## src/rtl/stopwatch_pkg.sv

```systemverilog
// Shared mode codes, LED patterns and button indices for the stopwatch control unit.
package stopwatch_pkg;

  typedef enum logic [1:0] {
    ST_STOP  = 2'd0,
    ST_RUN   = 2'd1,
    ST_PAUSE = 2'd2,
    ST_RESET = 2'd3
  } state_e;

  localparam logic [3:0] LED_RESET = 4'b1000;
  localparam logic [3:0] LED_RUN   = 4'b0100;
  localparam logic [3:0] LED_PAUSE = 4'b0010;
  localparam logic [3:0] LED_STOP  = 4'b0001;

  localparam int BTN_STOP  = 0;
  localparam int BTN_PAUSE = 1;
  localparam int BTN_START = 2;
  localparam int BTN_RESET = 3;

  // The prescaler advances only in these modes.
  function automatic logic is_counting(input state_e s);
    return (s == ST_RUN) || (s == ST_PAUSE);
  endfunction

endpackage

```

## src/rtl/stopwatch_ctrl_btn_filter.sv

```systemverilog
// One active-low button: 2-flop synchronizer, optional debounce (STOPWATCH_DEBOUNCE_EN)
// and a registered one-cycle pulse on release.
module btn_filter #(
  parameter int DEBOUNCE_CYCLES = 500000
) (
  input  logic clk,
  input  logic rst,
  input  logic i_btn_n,
  output logic o_evt
);

  logic r_sync1;
  logic r_sync2;
  logic r_prev;
  logic r_evt;
  logic w_level;

  always_ff @(posedge clk or posedge rst) begin
    if (rst) begin
      r_sync1 <= 1'b1;
      r_sync2 <= 1'b1;
    end else begin
      r_sync1 <= i_btn_n;
      r_sync2 <= r_sync1;
    end
  end

`ifdef STOPWATCH_DEBOUNCE_EN
  localparam int CW = $clog2(DEBOUNCE_CYCLES + 1);
  localparam logic [CW-1:0] DB_LAST = CW'(DEBOUNCE_CYCLES - 1);

  logic [CW-1:0] r_db_cnt;
  logic          r_acc;

  // Any cycle back at the accepted level restarts the stability count.
  always_ff @(posedge clk or posedge rst) begin
    if (rst) begin
      r_db_cnt <= '0;
      r_acc    <= 1'b1;
    end else if (r_sync2 == r_acc) begin
      r_db_cnt <= '0;
    end else if (r_db_cnt == DB_LAST) begin
      r_db_cnt <= '0;
      r_acc    <= r_sync2;
    end else begin
      r_db_cnt <= r_db_cnt + 1'b1;
    end
  end

  assign w_level = r_acc;
`else
  assign w_level = r_sync2;
`endif

  always_ff @(posedge clk or posedge rst) begin
    if (rst) begin
      r_prev <= 1'b1;
      r_evt  <= 1'b0;
    end else begin
      r_prev <= w_level;
      r_evt  <= w_level & ~r_prev;
    end
  end

  assign o_evt = r_evt;

endmodule

```

## src/rtl/stopwatch_ctrl.sv

```systemverilog
// Stopwatch mode machine, button priority encode and 0.1 s tick prescaler.
// Optional button debounce is enabled by defining STOPWATCH_DEBOUNCE_EN.
module stopwatch_ctrl #(
  parameter int TICK_DIV        = 5000000,
  parameter int DEBOUNCE_CYCLES = 500000
) (
  input  logic       clk,
  input  logic       rst,
  input  logic [3:0] btn,
  output logic       tick,
  output logic       cnt_en,
  output logic       cnt_clr,
  output logic       disp_hold,
  output logic [3:0] led,
  output logic [1:0] state
);
  import stopwatch_pkg::*;

  localparam int PW = $clog2(TICK_DIV);
  localparam logic [PW-1:0] PRESC_MAX = PW'(TICK_DIV - 1);

  logic [3:0]    w_evt;
  state_e        r_state;
  state_e        w_next;
  logic [PW-1:0] r_presc;
  logic          r_tick;

  for (genvar i = 0; i < 4; i++) begin : g_btn
    btn_filter #(.DEBOUNCE_CYCLES(DEBOUNCE_CYCLES)) u_filter (
      .clk     (clk),
      .rst     (rst),
      .i_btn_n (btn[i]),
      .o_evt   (w_evt[i])
    );
  end

  always_ff @(posedge clk or posedge rst) begin
    if (rst) r_state <= ST_RESET;
    else     r_state <= w_next;
  end

  // Only the highest-priority event is considered; pause is a no-op outside RUN/PAUSE.
  always_comb begin
    w_next = r_state;
    if (w_evt[BTN_STOP]) begin
      w_next = ST_STOP;
    end else if (w_evt[BTN_PAUSE]) begin
      if (r_state == ST_RUN)        w_next = ST_PAUSE;
      else if (r_state == ST_PAUSE) w_next = ST_RUN;
    end else if (w_evt[BTN_START]) begin
      w_next = ST_RUN;
    end else if (w_evt[BTN_RESET]) begin
      w_next = ST_RESET;
    end
  end

  // Advance only while staying inside RUN/PAUSE: the edges leaving and re-entering
  // STOP both hold, so a resumed count keeps its phase and no tick lands in STOP.
  always_ff @(posedge clk or posedge rst) begin
    if (rst) begin
      r_presc <= '0;
      r_tick  <= 1'b0;
    end else if (w_next == ST_RESET) begin
      r_presc <= '0;
      r_tick  <= 1'b0;
    end else if (is_counting(r_state) && is_counting(w_next)) begin
      if (r_presc == PRESC_MAX) begin
        r_presc <= '0;
        r_tick  <= 1'b1;
      end else begin
        r_presc <= r_presc + 1'b1;
        r_tick  <= 1'b0;
      end
    end else begin
      r_tick <= 1'b0;
    end
  end

  always_comb begin
    cnt_en    = 1'b0;
    cnt_clr   = 1'b0;
    disp_hold = 1'b0;
    led       = LED_STOP;
    unique case (r_state)
      ST_RESET: begin cnt_clr = 1'b1; led = LED_RESET; end
      ST_RUN:   begin cnt_en  = 1'b1; led = LED_RUN;   end
      ST_PAUSE: begin cnt_en  = 1'b1; disp_hold = 1'b1; led = LED_PAUSE; end
      default:  led = LED_STOP;
    endcase
  end

  assign tick  = r_tick;
  assign state = r_state;

endmodule

```

## config.mk

```make
export PLATFORM = sky130hd
export DESIGN_NAME = stopwatch_ctrl
export DESIGN_NICKNAME = d
export VERILOG_FILES = /design/src/rtl/stopwatch_pkg.sv /design/src/rtl/stopwatch_ctrl_btn_filter.sv /design/src/rtl/stopwatch_ctrl.sv
export SDC_FILE = /design/constraint.sdc
export NUM_CORES = 1
export LEC_CHECK = 0
export ABC_AREA = 0
export BUFFER_PORTS_ARGS = -buffer_cell sky130_fd_sc_hd__buf_2
export CORE_UTILIZATION = 55
export CTS_CLUSTER_DIAMETER = 150
export DETAILED_ROUTE_END_ITERATION = 10
export PLACE_DENSITY = 0.76
export SYNTH_ARGS = -nofsm -noshare
export SYNTH_HDL_FRONTEND = slang
export SYNTH_SLANG_ARGS = --single-unit
```

## constraint.sdc

```tcl
create_clock -name clk -period 3.23 [get_ports clk]
set_input_delay 0.1615 -clock clk [delete_from_list [all_inputs] [get_ports clk]]
set_output_delay 0.1615 -clock clk [all_outputs]
set_load 0.02 [all_outputs]
```

==> results.ini <==
[placement]
hpwlAfterDp_mm = 2.70
io_buffers = 15
gp_congestion = 0.806

[outcome]
violations = negative hold slack
status = finished with violations

[drt]
wl_mm = 3.91
wl_met1_mm = 1.72
vias = 1553
firstDrtPassIters = 4
top_layer = met4
wl_per_cell_um = 14.8
first_iter_violations = 94
antenna_left = 0
wl_met3_um = 218
drc = 0
wl_met2_mm = 1.91
vias_per_cell = 5.86

[setup_path]
criticalPathCategory = flop to flop
reg2reg_from = state[0]$_DFF_PP1_
cp.required_ns = 3.42
crit_arrival_ns = 3.07
startpoint = state[0]$_DFF_PP1_
rrSetupSlack_ns = 0.35
crit_path_start_kind = flop
crit_fanout = 9
end_kind = flop

[cells_and_area]
multi_input_area_sq_um = 903
final_core_util_pct = 66.7
drive_gt1_share_pct = 21.5
area_growth_pct = 12.0
antenna_cells = 0
nFillCells = 269
layout.nets = 231
regArea_sq_um = 1070

[synth]
yosys-top-cells-area = dfrtp_1 34%, dfstp_2 18%, a31oi_1 5.2%, ha_1 4.3%, nand2_1 4.0%
synth_edf_count = 0
ys_seq_elements = 42
synth_top_area_share_pct = 34.2
syn_nets = 211
syn_area_sq_um = 2050
synth_area_leader_cell = dfrtp_1
syn_avg_cell_area_sq_um = 10.4
ys_seq_area_share_pct = 52.1
yosysWarnings = 0
async_reset_ff_share_pct = 100
synth_top_flop_cell = dfrtp_1
synth_cell_type_count = 37
synthCells = 198

[clock_tree]
clock_sinks = 42
htreeDepth = 2
cts_tree = done
clk_path_buf_depth = 2
clock_latency_ns = 0.29
cts_resized = 0
numCtsBuffers = 5
clk_pin_slew_ns = 0.08
cts_hold_buf = 4
root_buffer = clkbuf_8
postCtsSetupBuffers = 0

[sta]
timing.final.crit_share_pct = 89.3
timing.slew.headroom_pct = 46.6
max_freq_ghz = 0.347
tns_ns = 0
rsz0062_at_grt = no
clock_skew_ns = 0.00819
worstMarginPinSlew_ns = 0.793
drv_slew = 0
hold_viol = 28
finalSetupViolCount = 0
period_needed_ns = 2.88
timing.hold.ws_ns = -0.0177

[floorplanning]
fp.dieH_um = 63.1
chipWidth_um = 63.1
dieArea_sq_um = 3980
io_pins = 16
core_sq_um = 3440
rows = 21
start_util_pct = 59.6

[global_route]
first_global_vias = 1503
grt_overflow_total = 0
grt_pass1_wl_mm = 6.92
grt_max_degree = 43
antenna_found_initial = 0
grt.total_usage_pct = 22.6

[power_and_ir_drop]
powerDensity_nw_per_um2 = 542
design_power_total_mw = 1.24
peakVddDrop_mv = 0.232
p_leak_nw = 1.09

[flow_run]
maxCapViolCount = 0

[hold_path]
min_path_type = primary input to async pin

[worst paths after layout]
| kind | cells after the start | end |
|---|---|---|
| setup / recovery | 12 | r_presc[17]$_DFFE_PP0P_ |
| hold reg to reg | 0 | g_btn[0].u_filter.r_sync2$_DFF_PP1_ |
| setup reg to reg | 12 | r_presc[17]$_DFFE_PP0P_ |
| hold / removal | 3 | r_presc[10]$_DFFE_PP0P_ |
| min in group clk | 0 | g_btn[0].u_filter.r_sync2$_DFF_PP1_ |
| max in group asynchronous | 3 | g_btn[0].u_filter.r_sync2$_DFF_PP1_ |
[report_power, final]
group | total (mW) | leakage (nW) | internal, mW | switching [mW]
clock network | 0.406 | 0.0514 | 0.230 | 0.175
logic | 0.226 | 0.510 | 0.0734 | 0.153
registers | 0.612 | 0.530 | 0.570 | 0.0416
[placed cells by master, fill, tap and decap left out, types with 3 or more instances in the layout]
cell	instances
nand3_1	9
nand4_1	6
o21ai_0	6
buf_4	3
a31oi_1	17
dfstp_2	14
nor3_1	6
nor2b_1	6
clkbuf_8	5
inv_1	5
ha_1	7
buf_2	15
nor2_1	17
dfrtp_1	28
and3_1	7
nand2b_1	6
xor2_1	7
nor3b_1	3
nand2_1	22
dlygate4sd3_1	4
[state kept, by name, indices dropped and copies added, names as in the netlist]
signal,flops
g_btn.u_filter.o_evt,4
g_btn.u_filter.r_prev,4
g_btn.u_filter.r_sync1,4
g_btn.u_filter.r_sync2,4
r_presc,23
state,2
tick,1
[cell usage after synthesis (3+ instances only)]
library cell	instances
nor3_1	6
nor2_1	17
and3_1	7
dfrtp_1	28
o21ai_0	6
ha_1	7
inv_1	5
xor2_1	7
nand4_1	6
buf_2	3
nand3_1	9
a31oi_1	17
nand2_1	22
dfstp_2	14
nand2b_1	6
nor2b_1	6
nor3b_1	3
[metal layers]
layer	vias up	GRT usage (%)
li1	743	-
met1	755	29.1
met2	49	36.6
met3	6	5.25
met4	0	9.30
met5	-	0
[metrics by stage]
step | worst slack, ns | hold slack (ns) | area [sq um] | instances
4_1_cts | 0.357 | 0.00452 | 2300 | 265
6_report | 0.347 | -0.0177 | 2300 | 265
5_1_grt | 0.133 | 0.0364 | 2300 | 265
3_5_place_dp | 0.379 | 0.268 | 2150 | 253
2_1_floorplan | 0.598 | 0.166 | 2050 | 198
3_3_place_gp | 0.550 | 0.266 | 2150 | 253
[cells by family (layout without fill, tap and decap cells)]
logic type	count (synthesis)	after routing	share of synthesized area, %
compound gates	30	30	9.09
xor+xnor	8	8	3.42
fa+ha+maj	7	7	4.27
buf+inv	14	35	3.84
flops	42	42	52.1
simple gates	97	97	27.3
[worst max-delay path, stage by stage, from the launching register on]
cell and delay, ns:
dfstp_2 0.59, inv_1 0.08, ha_1 0.22, o21ai_0 0.17, o41ai_1 0.10, nor2_1 0.15, ha_1 0.29, a21oi_1 0.56
buf_4 0.27, nor2_1 0.06, nand3_1 0.10, xor2_1 0.15, nor2_1 0.06
[layout make-up]
class,instances,area share [%]
Clock inverter,2,1.63
Inverter,5,0.817
Tap cell,46,2.51
Clock buffer,6,3.16
Sequential cell,42,46.5
Timing Repair Buffer,22,5.99
Multi-Input combinational cell,142,39.3
(Power assumes the default switching activity.)
